**config.mk**
```make
export PLATFORM = sky130hd
export DESIGN_NAME = exec_datapath
export DESIGN_NICKNAME = d
export VERILOG_FILES = /design/src/rtl/exec_datapath.sv
export SDC_FILE = /design/constraint.sdc
export NUM_CORES = 2
export LEC_CHECK = 0
export BUFFER_PORTS_ARGS = -buffer_cell sky130_fd_sc_hd__clkbuf_2
export CORE_AREA = 2 2 385 349
export DETAILED_ROUTE_END_ITERATION = 8
export DIE_AREA = 0 0 387 351
export PLACE_DENSITY = 0.79
export SLEW_MARGIN = 15
export SYNTH_ARGS = -nofsm -noshare
export SYNTH_HDL_FRONTEND = slang
export SYNTH_SLANG_ARGS = --single-unit
```
**constraint.sdc**
```tcl
create_clock -name clk -period 3.95 [get_ports clk]
set_input_delay 0.395 -clock clk [delete_from_list [all_inputs] [get_ports clk]]
set_output_delay 0.395 -clock clk [all_outputs]
set_load 0.01 [all_outputs]
```
**src/rtl/exec_datapath.sv**
```systemverilog
// exec_datapath: execute/memory slice of the 8-bit ExceptioNull CPU.
// Decodes one instruction, runs the ALU, accesses a 256x8 data memory and
// returns a registered write-back request plus the next PC one cycle later.
// Optional build macro: DMEM_CLEAR_ON_RESET_EN clears every memory word at
// each reset edge; without it memory contents persist across reset.
//
// Handshake: there is no backpressure. An instruction is accepted on every
// rising edge where instr_valid=1 and rst_n=1; exactly one cycle later done
// pulses high for one cycle and the registered results belong to it. Back-to-
// back acceptance every cycle is allowed.
module exec_datapath (
    input  logic       clk,
    input  logic       rst_n,
    input  logic       instr_valid,
    input  logic [7:0] instruction,
    input  logic [7:0] pc,
    input  logic [7:0] in0,
    input  logic [7:0] in1,
    input  logic [7:0] offset,
    output logic [1:0] reg_addr_0,
    output logic [1:0] reg_addr_1,
    output logic       done,
    output logic       wb_en,
    output logic [1:0] wb_addr,
    output logic [7:0] wb_data,
    output logic       overflow,
    output logic       branch,
    output logic [7:0] next_pc
);

    localparam logic [3:0] OP_ADD  = 4'b0000;
    localparam logic [3:0] OP_SUB  = 4'b0001;
    localparam logic [3:0] OP_AND  = 4'b0010;
    localparam logic [3:0] OP_OR   = 4'b0011;
    localparam logic [3:0] OP_XOR  = 4'b0100;
    localparam logic [3:0] OP_SLT  = 4'b0101;
    localparam logic [3:0] OP_SLL  = 4'b0110;
    localparam logic [3:0] OP_SRL  = 4'b0111;
    localparam logic [3:0] OP_ADDI = 4'b1000;
    localparam logic [3:0] OP_LW   = 4'b1001;
    localparam logic [3:0] OP_SW   = 4'b1010;
    localparam logic [3:0] OP_NOP  = 4'b1011;
    localparam logic [3:0] OP_BEQ  = 4'b1100;
    localparam logic [3:0] OP_BNE  = 4'b1101;
    localparam logic [3:0] OP_J    = 4'b1110;
    localparam logic [3:0] OP_JAL  = 4'b1111;

    logic [3:0] opcode;
    logic [7:0] mem_q [0:255];

    logic       done_q, wb_en_q, wb_en_d, overflow_q, overflow_d;
    logic       branch_q, branch_d;
    logic [1:0] wb_addr_q, wb_addr_d;
    logic [7:0] wb_data_q, wb_data_d, next_pc_q, next_pc_d;

    logic [7:0] pc_inc, add_res, sub_res, addi_res;
    logic       ops_equal;

    assign opcode     = instruction[7:4];
    assign reg_addr_0 = instruction[3:2];
    assign reg_addr_1 = instruction[1:0];

    assign pc_inc    = pc + 8'd1;
    assign add_res   = in0 + in1;
    assign sub_res   = in0 - in1;
    assign addi_res  = in0 + {6'b000000, instruction[1:0]};
    assign ops_equal = (in0 == in1);

    // Decode and execute: compute the next value of every registered result.
    always_comb begin
        wb_en_d    = 1'b0;
        wb_addr_d  = instruction[3:2];
        wb_data_d  = 8'h00;
        overflow_d = 1'b0;
        branch_d   = 1'b0;
        next_pc_d  = pc_inc;
        case (opcode)
            OP_ADD: begin
                wb_en_d    = 1'b1;
                wb_data_d  = add_res;
                overflow_d = (in0[7] == in1[7]) && (add_res[7] != in0[7]);
            end
            OP_SUB: begin
                wb_en_d    = 1'b1;
                wb_data_d  = sub_res;
                // rB sign inverted: overflow when signs differ and result flips.
                overflow_d = (in0[7] != in1[7]) && (sub_res[7] != in0[7]);
            end
            OP_AND: begin wb_en_d = 1'b1; wb_data_d = in0 & in1; end
            OP_OR:  begin wb_en_d = 1'b1; wb_data_d = in0 | in1; end
            OP_XOR: begin wb_en_d = 1'b1; wb_data_d = in0 ^ in1; end
            OP_SLT: begin
                wb_en_d   = 1'b1;
                wb_data_d = {7'b0000000, ($signed(in0) < $signed(in1))};
            end
            OP_SLL: begin wb_en_d = 1'b1; wb_data_d = in0 << in1[2:0]; end
            OP_SRL: begin wb_en_d = 1'b1; wb_data_d = in0 >> in1[2:0]; end
            OP_ADDI: begin
                wb_en_d    = 1'b1;
                wb_data_d  = addi_res;
                // Immediate is always non-negative, so only a positive rA can overflow.
                overflow_d = !in0[7] && addi_res[7];
            end
            OP_LW: begin
                wb_en_d   = 1'b1;
                // Memory array already holds any store accepted on the previous edge.
                wb_data_d = mem_q[in1];
            end
            OP_SW, OP_NOP: begin
            end
            OP_BEQ: begin
                branch_d = ops_equal;
                if (ops_equal) next_pc_d = pc_inc + offset;
            end
            OP_BNE: begin
                branch_d = !ops_equal;
                if (!ops_equal) next_pc_d = pc_inc + offset;
            end
            OP_J: next_pc_d = in0;
            OP_JAL: begin
                wb_en_d   = 1'b1;
                wb_addr_d = 2'd3;
                wb_data_d = pc_inc;
                next_pc_d = in0;
            end
            default: begin
            end
        endcase
    end

    // Result registers: pulses clear when idle, data fields hold their value.
    always_ff @(posedge clk) begin
        if (!rst_n) begin
            done_q     <= 1'b0;
            wb_en_q    <= 1'b0;
            wb_addr_q  <= 2'd0;
            wb_data_q  <= 8'h00;
            overflow_q <= 1'b0;
            branch_q   <= 1'b0;
            next_pc_q  <= 8'h00;
        end else begin
            done_q <= instr_valid;
            if (instr_valid) begin
                wb_en_q    <= wb_en_d;
                wb_addr_q  <= wb_addr_d;
                wb_data_q  <= wb_data_d;
                overflow_q <= overflow_d;
                branch_q   <= branch_d;
                next_pc_q  <= next_pc_d;
            end else begin
                wb_en_q  <= 1'b0;
                branch_q <= 1'b0;
            end
        end
    end

    // Data memory write port: stores land on the accepting edge, never in reset.
    always_ff @(posedge clk) begin
`ifdef DMEM_CLEAR_ON_RESET_EN
        if (!rst_n) begin
            for (int i = 0; i < 256; i++) mem_q[i] <= 8'h00;
        end else if (instr_valid && (opcode == OP_SW)) begin
            mem_q[in1] <= in0;
        end
`else
        if (rst_n && instr_valid && (opcode == OP_SW)) begin
            mem_q[in1] <= in0;
        end
`endif
    end

    assign done     = done_q;
    assign wb_en    = wb_en_q;
    assign wb_addr  = wb_addr_q;
    assign wb_data  = wb_data_q;
    assign overflow = overflow_q;
    assign branch   = branch_q;
    assign next_pc  = next_pc_q;

endmodule

```
==> results.json <==
{
  "status": "complete, no violations",
  "crit_path_max_fanout": 24,
  "finalCritPeriodShare_pct": 84.7,
  "cts_root_buffer": "clkbuf_16",
  "dr_wl_met2_um": 107000,
  "cts_resized": 0,
  "ir_worst_vdd_uv": 408,
  "path_class": "in -> reg",
  "min-delay-start": "in0[0]",
  "cp_slowest_stage_delay_ns": 0.67,
  "syn_area_um2": 82600,
  "drtPass1Iterations": 9,
  "initial_utilization_pct": 62.5,
  "multi_input_area_um2": 19300,
  "synth.avg_cell_area_um2": 20.2,
  "clk_path_buf_depth": 3,
  "synth_edf_count": 2048,
  "ant_nets": 0,
  "numCtsBuffers": 192,
  "synth_fp_nets": 4168,
  "path_clk_slew_ns": 0.07,
  "rsz0062_at_grt": "no",
  "grt_antenna_before_repair": 6,
  "total_power_mw": 45.1,
  "cts_tree": "done",
  "vias": 46550,
  "yosysWarnings": 0,
  "endpoint": "wb_data[2]$_SDFFE_PN0P_",
  "critPathCaptureType": "flop",
  "clock_skew_ns": 0.0677,
  "h-tree-depth": 4,
  "die_y_um": 351,
  "synth_xor_area_share_pct": 0.170,
  "cp-start-kind": "input pin",
  "ys_seq_area_share_pct": 75.0,
  "top_layer_used": "met5",
  "nets": 4676,
  "synthArstFlopShare_pct": 0,
  "coreArea_um2": 132000,
  "r2r-start": "mem_q[71][6]$_DFFE_PP_",
  "first_global_vias": 46202,
  "area_growth_pct": 14.1,
  "layout_commonest_cell": "edfxtp_1",
  "wl_met3_um": 34700,
  "synthCells": 4085,
  "io_pins": 69,
  "layout-drive-gt1-share_pct": 28.4,
  "crit-reg2reg-capture": "wb_data[6]$_SDFFE_PN0P_",
  "ys.flop_type": "edfxtp_1",
  "synth.distinct_cells": 80,
  "die_width_um": 387,
  "synth_seq_cells": 2070,
  "via_per_inst": 7.17,
  "drcViolationCount": 0,
  "worst_pin_slew_ns": 1.13,
  "dp_hpwl_um": 149000,
  "wl_met1_um": 82400,
  "grt_max_degree": 192,
  "synth_fa_ha_area_share_pct": 0.642,
  "post-cts-setup-buffer-count": 0,
  "slew_violations": 0,
  "fin_crit_ns": 3.35,
  "rrSetupSlack_ns": 0.79,
  "setup_slack_ns": 0.602,
  "hold_buffers": 15,
  "clk_latency_ns": 0.86,
  "p_per_area_nw_per_um2": 479,
  "register_area_um2": 61900,
  "final_hold_viol_count": 0,
  "synth_top_family_by_area": "multiplexers",
  "p_leak_nw": 30.6,
  "slew_headroom_pct": 22.4,
  "arrival_ns": 4.04,
  "fin_util_pct": 71.3,
  "cts_sinks": 2070,
  "dieArea_um2": 136000,
  "grtUsageTotal_pct": 35.6,
  "num_rows": 127,
  "final-setup-viol-count": 0,
  "path_cells": "buf_8 -> buf_12 -> buf_12 -> buf_4 -> mux4_2 -> mux2i_1 -> buf_4 -> o32ai_1 -> a211oi_1 -> o2111ai_1 -> a221o_1",
  "routed_wl_um": 239000,
  "grt_overflow": 0,
  "post_drt_wl_per_cell_um": 36.8,
  "clock.fmax_mhz": 299,
  "synthMuxAreaShare_pct": 15.5,
  "startpoint": "in1[0]",
  "fillers": 7396,
  "port_buffers": 68,
  "required_ns": 4.64,
  "final_cell_mix": "edfxtp_1 (2048), mux4_2 (502), buf_4 (437)",
  "cp_slowest_cell": "mux2i_1",
  "first_iter_violations": 7649,
  "reg2reg_depth": 8,
  "yosys.area_share.simple_pct": 3.37,
  "routabilityCongestion": 1.01,
  "pre_cts_ws_ns": -0.0108,
  "grt_pass1_wl_um": 338000,
  "synth_compound_area_share_pct": 3.56,
  "hp-class": "in -> reg",
  "drv_cap": 0
}
## critical path: cells and delay by family
family	cells	cell delay [ns]
compound gates	4	1.10
buf+inv	5	1.28
mux	2	1.17
## flip-flops by register name, indices dropped and copies added, names as in the netlist
register,count
done,1
overflow,1
wb_addr,2
next_pc,8
wb_data,8
branch,1
mem_q,2048
wb_en,1
## cells in the mapped netlist, drive strengths merged (23+ instances only)
cell / count / area (um^2)
a22oi: 94 / 706
nor2: 322 / 1210
nand4: 28 / 175
o221ai: 23 / 201
a21oi: 75 / 375
nor3: 27 / 135
mux4: 502 / 11300
edfxtp: 2048 / 61500
a221oi: 23 / 201
nand3: 41 / 205
o21ai: 33 / 165
buf: 136 / 906
inv: 33 / 124
mux2i: 121 / 1210
ha: 36 / 450
nand2: 124 / 465
mux2: 26 / 293
clkbuf: 105 / 394
## layout make-up
class                   count  area share [%]
diodes                      6          0.0159
flip-flops and latches   2070            65.7
inverters                  34           0.141
clock buffers             229            5.36
clock inverters           119            1.09
repair buffers            555            4.88
multi-input cells        1740            20.4
well taps                1741            2.31
## how the worst min path moves through the flow
stage / end / slack [ns] / cells after the start
after floorplan: wb_data[4]$_SDFFE_PN0P_ / 0.48 / 2
after global placement: overflow$_SDFFE_PN0P_ / 0.47 / 1
after detailed placement: overflow$_SDFFE_PN0P_ / 0.47 / 1
after CTS: mem_q[184][1]$_DFFE_PP_ / 0.02 / 1
after global routing: mem_q[0][0]$_DFFE_PP_ / 0.02 / 1
final: mem_q[1][0]$_DFFE_PP_ / 0.02 / 1
## per-stage QoR
stage,hold WS (ns),TNS (ns),cells,cell area (um^2)
after CTS,0.0159,0,6487,94200
after global routing,0.0163,0,6489,94200
after global placement,0.466,0,6124,87900
final,0.0199,0,6494,94200
after detailed placement,0.475,-0.0108,6124,87900
after floorplan,0.482,0,4085,82600
## report_power, final
group,total [mW],internal (mW),switching [mW]
registers,24.2,24.1,0.0203
logic,2.78,0.972,1.81
clock network,18.2,10.1,8.10
total,45.1,35.2,9.93
## layer usage
layer	vias to the layer above	GRT usage, %
li1	18016	-
met1	23762	47.8
met2	3981	53.2
met3	783	11.7
met4	8	17.7
met5	-	0
## cell families (layout without fill, tap and decap cells)
kind of cell    count (synthesis)  count (layout)
compound gates                408             408
xor+xnor                       16              16
fa+ha+maj                      40              40
buf+inv                       275             937
flops                        2070            2070
mux                           649             649
other cells                     0               6
simple gates                  627             627
Note: power is estimated with default switching activity, not from simulation.
